$ cat src/rtl/dna_pattern_search.sv
// Streaming DNA pattern search: counts (overlapping) matches of a PAT_LEN-nucleotide pattern.
// Optional DNA_SEARCH_EARLY_EXIT_EN: stop at the first match instead of scanning the whole stream.
module dna_pattern_search #(
    parameter int PAT_LEN = 4,
    parameter int LEN_W   = 16,
    parameter int CNT_W   = 8
) (
    input  logic                 clock,
    input  logic                 reset_N,
    input  logic                 ready,
    input  logic [2*PAT_LEN-1:0] pattern,
    input  logic [LEN_W-1:0]     dna_length,
    input  logic                 nuc_valid,
    input  logic [1:0]           nuc,
    output logic                 nuc_ready,
    output logic                 busy,
    output logic                 done,
    output logic                 found_it,
    output logic                 error,
    output logic [CNT_W-1:0]     match_count,
    output logic [LEN_W-1:0]     first_index
);

    typedef enum logic [1:0] {IDLE, SEARCH, DONE} state_t;

`ifdef DNA_SEARCH_EARLY_EXIT_EN
    localparam bit EARLY_EXIT = 1'b1;
`else
    localparam bit EARLY_EXIT = 1'b0;
`endif

    localparam logic [LEN_W-1:0] PAT_LEN_L = LEN_W'(PAT_LEN);
    localparam logic [LEN_W-1:0] PAT_M1_L  = LEN_W'(PAT_LEN - 1);

    state_t               state_reg, state_next;
    logic [2*PAT_LEN-1:0] pattern_reg;
    logic [2*PAT_LEN-1:0] window_reg, window_next;
    logic [LEN_W-1:0]     len_reg, acc_cnt_reg, first_index_reg;
    logic [LEN_W-1:0]     acc_cnt_plus;
    logic [CNT_W-1:0]     match_count_reg;
    logic                 found_reg, error_reg;
    logic                 start, accept, last_accept, hit;

    // Window holds the most recent PAT_LEN nucleotides, newest in the LSBs.
    generate
        for (genvar gi = 0; gi < PAT_LEN; gi++) begin : g_window
            if (gi == 0) begin : g_newest
                assign window_next[1:0] = nuc;
            end else begin : g_shift
                assign window_next[2*gi+1:2*gi] = window_reg[2*gi-1:2*gi-2];
            end
        end
    endgenerate

    assign start        = (state_reg != SEARCH) && ready;
    assign accept       = (state_reg == SEARCH) && nuc_valid;
    assign acc_cnt_plus = acc_cnt_reg + LEN_W'(1);
    assign last_accept  = (acc_cnt_plus == len_reg);
    // Compare only once the window is fully populated by this search.
    assign hit          = (window_next == pattern_reg) && (acc_cnt_reg >= PAT_M1_L);

    always_ff @(posedge clock) begin
        if (!reset_N) begin
            state_reg <= IDLE;
        end else begin
            state_reg <= state_next;
        end
    end

    always_comb begin
        state_next = state_reg;
        case (state_reg)
            IDLE, DONE: begin
                if (ready) begin
                    state_next = (dna_length < PAT_LEN_L) ? DONE : SEARCH;
                end
            end
            SEARCH: begin
                if (accept && (last_accept || (EARLY_EXIT && hit))) begin
                    state_next = DONE;
                end
            end
            default: state_next = IDLE;
        endcase
    end

    always_ff @(posedge clock) begin
        if (!reset_N) begin
            pattern_reg     <= '0;
            window_reg      <= '0;
            len_reg         <= '0;
            acc_cnt_reg     <= '0;
            first_index_reg <= '0;
            match_count_reg <= '0;
            found_reg       <= 1'b0;
            error_reg       <= 1'b0;
        end else if (start) begin
            pattern_reg     <= pattern;
            len_reg         <= dna_length;
            window_reg      <= '0;
            acc_cnt_reg     <= '0;
            first_index_reg <= '0;
            match_count_reg <= '0;
            found_reg       <= 1'b0;
            error_reg       <= (dna_length < PAT_LEN_L);
        end else if (accept) begin
            window_reg  <= window_next;
            acc_cnt_reg <= acc_cnt_plus;
            if (hit) begin
                if (match_count_reg != '1) begin
                    match_count_reg <= match_count_reg + CNT_W'(1);
                end
                found_reg <= 1'b1;
                if (!found_reg) begin
                    first_index_reg <= acc_cnt_plus - PAT_LEN_L;
                end
            end
        end
    end

    assign nuc_ready   = (state_reg == SEARCH);
    assign busy        = (state_reg == SEARCH);
    assign done        = (state_reg == DONE);
    assign found_it    = found_reg;
    assign error       = error_reg;
    assign match_count = match_count_reg;
    assign first_index = first_index_reg;

endmodule

$ cat config.mk
export PLATFORM = sky130hd
export DESIGN_NAME = dna_pattern_search
export DESIGN_NICKNAME = d
export VERILOG_FILES = /design/src/rtl/dna_pattern_search.sv
export SDC_FILE = /design/constraint.sdc
export NUM_CORES = 1
export LEC_CHECK = 0
export ABC_AREA = 1
export CORE_ASPECT_RATIO = 0.8
export CORE_MARGIN = 2
export CORE_UTILIZATION = 40
export DETAILED_ROUTE_END_ITERATION = 16
export PLACE_DENSITY = 0.7
export SKIP_LAST_GASP = 1
export SYNTH_ARGS = -nofsm -noshare
export SYNTH_HDL_FRONTEND = slang
export SYNTH_SLANG_ARGS = --single-unit
$ cat constraint.sdc
create_clock -name clock -period 3.08 [get_ports clock]
set_clock_uncertainty 0.2 [all_clocks]
set_input_delay 0.77 -clock clock [delete_from_list [all_inputs] [get_ports clock]]
set_output_delay 0.77 -clock clock [all_outputs]
set_load 0.02 [all_outputs]
==> run metrics, run 1 <==
fill count 958; Worst Setup EP first_index[14]$_SDFFE_PP0P_; register area share after synthesis 36.95%; Slew Limit Fails 0; critical path type primary input to flop; cell area power density between 500 and 600 nW/um^2; Hold Crit Class flop to flop; starting DRC count in detailed routing 330; CTS Sinks 74; Reg area 1481 sq um; Worst-Skew Late Latency roughly 0.33 ns; YS warnings 0; r2r setup slk 0.65 ns; run status completed; final wirelength 10700 microns; Longest Clk Path Bufs 2; H-tree levels 3; count of different cell masters after synthesis 34; Worst Max-Slew Pin Slew roughly 0.86 ns; CTS Buf Count 9; crit path from nuc[0]; Mapped Cells 596; setup ws final approximately 0.48 ns; grt total ovfl 0; postcts setup bufs 0; dpl ws 0.1363 ns; Leakage 2.130 nW; cells on worst reg2reg path 15; post-cts resize count 0; I/O pin count 59; I/O Buffers between 50 and 60; ANT nets after route 0; GRT Total Usage between 20% and 30%; Cell Area, Placed 4746 sq um; most frequent cells in the layout nand2_1, inv_1, dfxtp_1; Final Hold Fails 0; detailed placement HPWL slightly above 8000 microns; worst hold margin 0.2734 ns; Die X 115.9 microns; syn_area_per_cell 6.726 sq um; TritonCTS clock tree done; RSZ-0062 raised after global routing no; EDFF count, synth 0; Post-Layout Inst Area 5091 sq um; r2r startpoint acc_cnt_reg[0]$_SDFFE_PP0P_; Initial Utilization roughly two fifths; mapped cell area 4009 sq um; cts hold-fix bufs 0; area occupied by multi-input gates 2125 sq um; commonest non-fill, non-tap cell in the layout nand2_1; max cap viols 0; Yosys reg bits 74; Die Area 10840 sq um; Synth Net Count 629; ys async rst share 0%; Yosys top cell by area dfxtp_1; CP required between 3 and 4 ns; antenna diode count 0; Avg Vias per Cell ~5.0; fmax 0.3839 GHz; Final setup viols 0; largest net degree at the start of global routing 38; # DRC 0; Yosys top cell area share 36.95%; Syn-to-layout area delta 27.00%; crit path max fanout 10; Final Core Density 52.54%; CTS Root Cell clkbuf_16; initial antenna violation count 0; via count 3957; drt first pass iters 5; Total Neg Setup Slack 0 ns; CP startpoint kind primary input; Die H 93.54 microns; CP endpoint kind flop; Area contributors post-synth dfxtp_1, nand2_1, o21ai_0; row count 32; layout cells sized above 1 10.32%; final critical-path required period between 2 and 3 ns; crit path DAT 2.62 ns; routability-driven placement congestion ratio about 0.9; Max rail drop VDD roughly 0.00028 V; RR Endpoint state_reg[1]$_SDFFE_PN0P_; Final Cycle Share 84.57%; relative slew slack between 40% and 50%; dominant synthesized flop cell dfxtp_1; vias in the first global route approximately 3600; first-pass GRT wire length 17600 microns; drt wl/cell 13.46 microns; CORE AREA 9689 sq um; nets just under 700; Clock transition at path regs 0.06 ns
## critical path, stage by stage
cell and delay (ns):
clkdlybuf4s50_1 0.43, xor2_1 0.17, inv_1 0.10, nand2_1 0.07, nor4_1 0.24, nand2_1 0.20, nor2_4 0.25, inv_1 0.16
a21oi_1 0.16, a21oi_1 0.07
## worst min-delay path by stage
stage	startpoint	to	slack [ns]	depth (start not counted)
2_1_floorplan	len_reg[0]$_SDFFE_PN0P_	len_reg[0]$_SDFFE_PN0P_	0.24	2
3_3_place_gp	len_reg[0]$_SDFFE_PN0P_	len_reg[0]$_SDFFE_PN0P_	0.26	2
3_5_place_dp	len_reg[9]$_SDFFE_PN0P_	len_reg[9]$_SDFFE_PN0P_	0.27	2
4_1_cts	len_reg[9]$_SDFFE_PN0P_	len_reg[9]$_SDFFE_PN0P_	0.28	2
5_1_grt	len_reg[4]$_SDFFE_PN0P_	len_reg[4]$_SDFFE_PN0P_	0.29	2
6_report	len_reg[9]$_SDFFE_PN0P_	len_reg[9]$_SDFFE_PN0P_	0.27	2
## layout make-up
cell class,count,area share [%]
inverter,88,6.513
tap,136,3.342
clock inverter,4,1.942
timing repair buffer,64,12.53
multi-input combinational,417,41.73
sequential,74,29.10
clock buffer,12,4.841
## power breakdown
| group | switching [mW] | internal (mW) | leakage [nW] |
|---|---|---|---|
| clock network | 0.406 | 0.816 | 0.167 |
| logic | 0.220 | 0.146 | 1.36 |
| registers | 0.0345 | 1.00 | 0.603 |
## layer usage
| layer | global-route usage [%] | up-vias | share of wire (%) |
|---|---|---|---|
| met3 | 5.768 | 13 | 6.8 |
| met4 | 4.861 | 0 | 1.1 |
| met5 | 0 | - | 0 |
| met2 | 29.00 | 126 | 40 |
| met1 | 31.41 | 1775 | 52 |
| li1 | - | 2043 | - |
## cell usage after synthesis (2+ instances only)
cell and n:
nand2_1 106, inv_1 76, dfxtp_1 74, nor2_1 66, o21ai_0 62, a21oi_1 56
nand3_1 43, clkbuf_1 15, nand2_2 14, nor2_4 12, inv_2 11, nand4_1 11
nor3_1 7, xnor2_1 7, nor4_1 4, o21ai_1 4, xor2_1 4, ha_1 3
nand3_2 3, buf_4 2, nor2_2 2, o211ai_1 2
## through the flow
| step | power (mW) | instances |
|---|---|---|
| floorplan | 1.292 | 596 |
| finish | 2.623 | 795 |
| global route | 2.730 | 795 |
| global placement | 1.410 | 779 |
| CTS | 2.633 | 795 |
| detailed placement | 1.418 | 779 |
## cells by family after synthesis
family,count (synthesis),share of synthesized area (%)
buffers and inverters,105,10.05
adder cells (fa/ha/maj),3,0.9364
XOR/XNOR,13,3.371
AO/OA/AOI/OAI,129,16.64
flip-flops,74,36.95
AND/OR/NAND/NOR,272,32.05
No activity file was read; power rests on OpenSTA's default activity.
==> inputs of run 2 (changes only) <==
- clock period: 3.08 -> 2.6 ns (I/O delays scaled with it)
==> run metrics, run 2 (same netlist as run 1, synthesis figures left out) <==
Avg Vias per Cell 4.954 (-0.47%); Hold Crit Class flop to flop; cells on worst reg2reg path 13 (-2); grt total ovfl 0 (unchanged); CP endpoint kind output port; CTS Root Cell clkbuf_16; Clock transition at path regs 0.06 ns (about the same); drt wl/cell 12.90 microns (-4.2%); CP bufs+invs 2 (-1); layout cells sized above 1 11.28% (+0.96 points); crit path DAT 1.55 ns (-1.07 ns); RR Endpoint state_reg[1]$_SDFFE_PN0P_; relative slew slack 55.55% (+13 points); Combinational Power Share 15.2% (+1.2 points); Longest Clk Path Bufs 2 (unchanged); I/O pin count 59 (unchanged); CTS Sinks 74 (unchanged); via count 3968 (+0.28%); Final Cycle Share 92.48%; row count 32 (unchanged); worst hold margin 0.2687 ns (-0.004696 ns); CORE AREA 9689 sq um (unchanged); min-delay src len_reg[6]$_SDFFE_PN0P_; CP delay by family, top buffers and inverters; first-pass GRT wire length 17600 microns (about the same); initial antenna violation count 0 (unchanged); Final Core Density 52.56% (about the same); fmax 0.4159 GHz; fill count 974 (+1.7%); max cap viols 0 (unchanged); detailed placement HPWL 8015 microns (-1.2%); H-tree levels 3 (unchanged); r2r startpoint acc_cnt_reg[0]$_SDFFE_PP0P_; Reg power frac 42.6% (+3.2 points); run status completed; ANT nets after route 0 (unchanged); vias in the first global route 3657 (+1.8%); antenna diode count 0 (unchanged); TritonCTS clock tree done; Max rail drop VDD 0.0003099 V (+12%); Initial Utilization 41.37% (unchanged); CP startpoint kind flop; Total Neg Setup Slack 0 ns (unchanged); Min-Delay Path Depth 2 (unchanged); Worst-Skew Late Latency 0.33 ns (about the same); most frequent cells in the layout nand2_1, inv_1, dfxtp_1; critical path type flop to output port; crit path max fanout 4 (-6); starting DRC count in detailed routing 387 (+17%); final wirelength 10340 microns (-3.4%); I/O Buffers 58 (unchanged); RSZ-0062 raised after global routing no; cell area power density 564.4 nW/um^2 (+9.6%); cts hold-fix bufs 0 (unchanged); Syn-to-layout area delta 27.03% (about the same); Final Hold Fails 0 (unchanged); drt first pass iters 5 (unchanged); largest net degree at the start of global routing 38 (unchanged); Final setup viols 0 (unchanged); placed cells 785 (+0.77%); routability-driven placement congestion ratio 0.9135 (+4.5%); r2r setup slk 0.27 ns (-0.38 ns); final critical-path required period 2.404 ns; Die H 93.54 microns (unchanged); clock power share 42.2% (-4.4 points); commonest non-fill, non-tap cell in the layout nand2_1; Worst Hold End len_reg[6]$_SDFFE_PN0P_; Final Instance Count excl. Fillers 801 (+0.75%); CP required 1.75 ns (-1.35 ns); P_int 2.101 mW (+7.1%); Die X 115.9 microns (unchanged); # DRC 0 (unchanged); CTS Buf Count 9 (unchanged); nets 693 (+0.87%); sw frac 26.90% (+1.7 points); slowest cell on the critical path clkdlybuf4s50_1; Die Area 10840 sq um (unchanged); Worst Max-Slew Pin Slew 0.6660 ns (-0.1936 ns); Leakage 2.133 nW (+0.16%); Slew Limit Fails 0 (unchanged); net load switching power 0.7731 mW (+17%); Crit path largest cell delay 0.61 ns (+0.18 ns); GRT Total Usage 20.67% (-0.14 points); CP Cell Sequence nand2_2 > inv_1 > clkdlybuf4s50_1
## run 2: worst max-delay path by stage
stage / start / endpoint / slack (ns) / cells after the start
after floorplan: acc_cnt_reg[0]$_SDFFE_PP0P_ / first_index[15]$_SDFFE_PP0P_ / 0.60 / 15
after global placement: nuc[0] / first_index[12]$_SDFFE_PP0P_ / 0.02 / 10
after detailed placement: nuc[0] / first_index[1]$_SDFFE_PP0P_ / -0.04 / 10
after CTS: state_reg[0]$_SDFFE_PN0P_ / busy / 0.18 / 3
after global routing: nuc[0] / first_index[14]$_SDFFE_PP0P_ / 0.001 / 10
final: state_reg[0]$_SDFFE_PN0P_ / nuc_ready / 0.20 / 3
## run 2: worst register-to-register path: cells and delay by family, from the launching register on
kind            cells  cell delay (ns)
compound gates      1             0.11
flops               1             0.40
simple gates       11             1.33
fa+ha+maj           1             0.22
## run 2: per-stage QoR
| stage | power [mW] | instance area [sq um] | worst slack (ns) |
|---|---|---|---|
| 4_1_cts | 2.897 | 5091 | 0.1850 |
| 5_1_grt | 2.997 | 5092 | 0.001053 |
| 6_report | 2.874 | 5092 | 0.1956 |
| 3_3_place_gp | 1.673 | 4803 | 0.01649 |
| 3_5_place_dp | 1.681 | 4803 | -0.03901 |
| 2_1_floorplan | 1.531 | 4009 | 0.5992 |
## run 2: power by group through the flow
stage               sequential, mW  combinational, mW  clock, mW
detailed placement            1.25              0.434          0
floorplan                     1.24              0.292          0
CTS                           1.22              0.437       1.24
global route                  1.23              0.494       1.27
finish                        1.22              0.438       1.21
global placement              1.25              0.426          0
## run 2: area by class of cell
type / instances / area [sq um] / share of cell area, %
sequential: 74 / 1483 / 29.12
timing repair buffer: 70 / 695.7 / 13.66
inverter: 88 / 331.6 / 6.511
multi-input combinational: 417 / 2125 / 41.72
clock buffer: 11 / 232.7 / 4.570
tap: 136 / 170.2 / 3.342
clock inverter: 5 / 55.05 / 1.081
## run 2: timing repair
item / 4_1_cts / 5_1_grt
endpoints found under the setup margin: 0 / 1
setup buffers: 0 / 0
resized for setup: 0 / 1
## run 2: per-layer routing
metal	vias up	track usage [%]	part of all wire [%]	routed length (microns)
li1	2062	-	-	-
met1	1754	31.91	52	5373
met2	137	28.41	39	4028
met3	15	4.666	7.7	794
met4	0	5.456	1.3	139
met5	-	0	0	0
==> inputs of run 3 (changes only) <==
- CTS_BUF_LIST: default -> sky130_fd_sc_hd__clkbuf_4 sky130_fd_sc_hd__clkbuf_8
- SETUP_SLACK_MARGIN: default -> 0.02
==> run metrics, run 3 (same netlist as run 1, synthesis figures left out) <==
ANT nets after route 0 (unchanged); fmax 0.4093 GHz (-1.6%); crit path DAT 1.59 ns (+0.04 ns); Clock transition at path regs 0.07 ns (about the same); Most Used Layer, Global Route met1; run status completed; via count 3963 (-0.13%); max cap viols 0 (unchanged); Cell Area, Placed 4803 sq um (unchanged); GR Util met2 28.17% (-0.24 points); Final Core Density 51.59% (-0.97 points); Hold Crit Class flop to flop; Post-Layout Inst Area 4999 sq um (-1.8%); Avg Vias per Cell 4.948 (-0.13%); commonest non-fill, non-tap cell in the layout nand2_1; detailed placement HPWL 8015 microns (unchanged); CTS Sinks 74 (unchanged); Final Instance Count excl. Fillers 801 (unchanged); Die Area 10840 sq um (unchanged); row count 32 (unchanged); grt total ovfl 0 (unchanged); I/O pin count 59 (unchanged); Final setup viols 0 (unchanged); Leakage 2.094 nW (-1.8%); # DRC 0 (unchanged); CP Cell Sequence nand2_2 > inv_1 > clkdlybuf4s50_1; crit path max fanout 4 (unchanged); final critical-path required period 2.443 ns (+0.03895 ns); met1 Usage GRT 31.81% (-0.094 points); CP endpoint kind output port; critical path type flop to output port; Worst Max-Slew Pin Slew 0.6638 ns (-0.002175 ns); postcts setup bufs 0 (unchanged); placed cells 785 (unchanged); initial antenna violation count 0 (unchanged); Slew Limit Fails 0 (unchanged); Worst-Skew Late Latency 0.36 ns (+0.03 ns); drt wl/cell 12.91 microns (about the same); Crit path largest cell delay 0.61 ns (about the same); drt first pass iters 6 (+1); Initial Utilization 41.37% (unchanged); nets 693 (unchanged); final wirelength 10340 microns (about the same); RSZ-0062 raised after global routing no; relative slew slack 55.70% (+0.15 points); Final Hold Fails 0 (unchanged); vias in the first global route 3636 (-0.57%); H-tree levels 3 (unchanged); CORE AREA 9689 sq um (unchanged); starting DRC count in detailed routing 374 (-3.4%); most frequent cells in the layout nand2_1, inv_1, dfxtp_1; Syn-to-layout area delta 24.69%; cts hold-fix bufs 0 (unchanged); GRT met3 Usage 4.666% (unchanged); post-cts resize count 0 (unchanged); CP required 1.75 ns (about the same); TritonCTS clock tree done; layout cells sized above 1 11.58% (+0.30 points); CTS Root Cell clkbuf_8; slowest cell on the critical path clkdlybuf4s50_1; cell area power density 512.2 nW/um^2 (-9.3%); largest net degree at the start of global routing 38 (unchanged); I/O Buffers 58 (unchanged); CTS Buf Count 9 (unchanged); Max rail drop VDD 0.0002609 V (-16%); antenna diode count 0 (unchanged); routability-driven placement congestion ratio 0.9135 (unchanged); CP startpoint kind flop; Longest Clk Path Bufs 2 (unchanged); Final Cycle Share 93.97% (+1.5 points); GRT Total Usage 20.68% (about the same); Die H 93.54 microns (unchanged); first-pass GRT wire length 17530 microns (-0.39%); Total Neg Setup Slack 0 ns (unchanged); Die X 115.9 microns (unchanged)
-- run 3: cell counts in the layout (fill, tap and decap cells not counted) --
Identical to the previous run, type by type.
-- run 3: layout make-up --
cell class,count,area (sq um)
fillers,984,4691
multi-input cells,417,2125
flip-flops and latches,74,1483
repair buffers,70,695.7
inverters,88,331.6
well taps,136,170.2
clock buffers,11,138.9
clock inverters,5,55.05
-- run 3: through the flow --
| stage | hold WS (ns) | total power, mW | worst slack, ns |
|---|---|---|---|
| after global routing | 0.2951 | 2.675 | 0.03493 |
| after detailed placement | 0.2644 | 1.681 | -0.03901 |
| after CTS | 0.2759 | 2.584 | 0.1439 |
| final | 0.2705 | 2.560 | 0.1567 |
| after floorplan | 0.2431 | 1.531 | 0.5992 |
| after global placement | 0.2600 | 1.673 | 0.01649 |
-- run 3: final timing paths --
path	start	end	slack [ns]	depth (start not counted)
max reg2reg	acc_cnt_reg[0]$_SDFFE_PP0P_	state_reg[1]$_SDFFE_PN0P_	0.28	13
min reg2reg	len_reg[6]$_SDFFE_PN0P_	len_reg[6]$_SDFFE_PN0P_	0.27	2
min	len_reg[6]$_SDFFE_PN0P_	len_reg[6]$_SDFFE_PN0P_	0.27	2
max	state_reg[0]$_SDFFE_PN0P_	nuc_ready	0.16	3
-- run 3: metal layers --
layer / vias to the layer above / routed length, microns / share of wire, %
met3: 19 / 725 / 7.0
met5: - / 0 / 0
li1: 2055 / - / -
met2: 132 / 4032 / 39
met1: 1757 / 5423 / 52
met4: 0 / 163 / 1.6
-- run 3: report_power, final --
part           switching (mW)  leakage [nW]  internal (mW)
Clock                   0.438        0.0962          0.461
Sequential             0.0398         0.604           1.18
Combinational           0.262          1.39          0.176
Total                   0.740          2.09           1.82
-- run 3: worst max-delay path, delay by kind of cell, from the launching register on --
family                 cells  cell delay, ns
and+or+nand+nor            1            0.12
DFF                        1            0.40
buffers and inverters      2            0.72
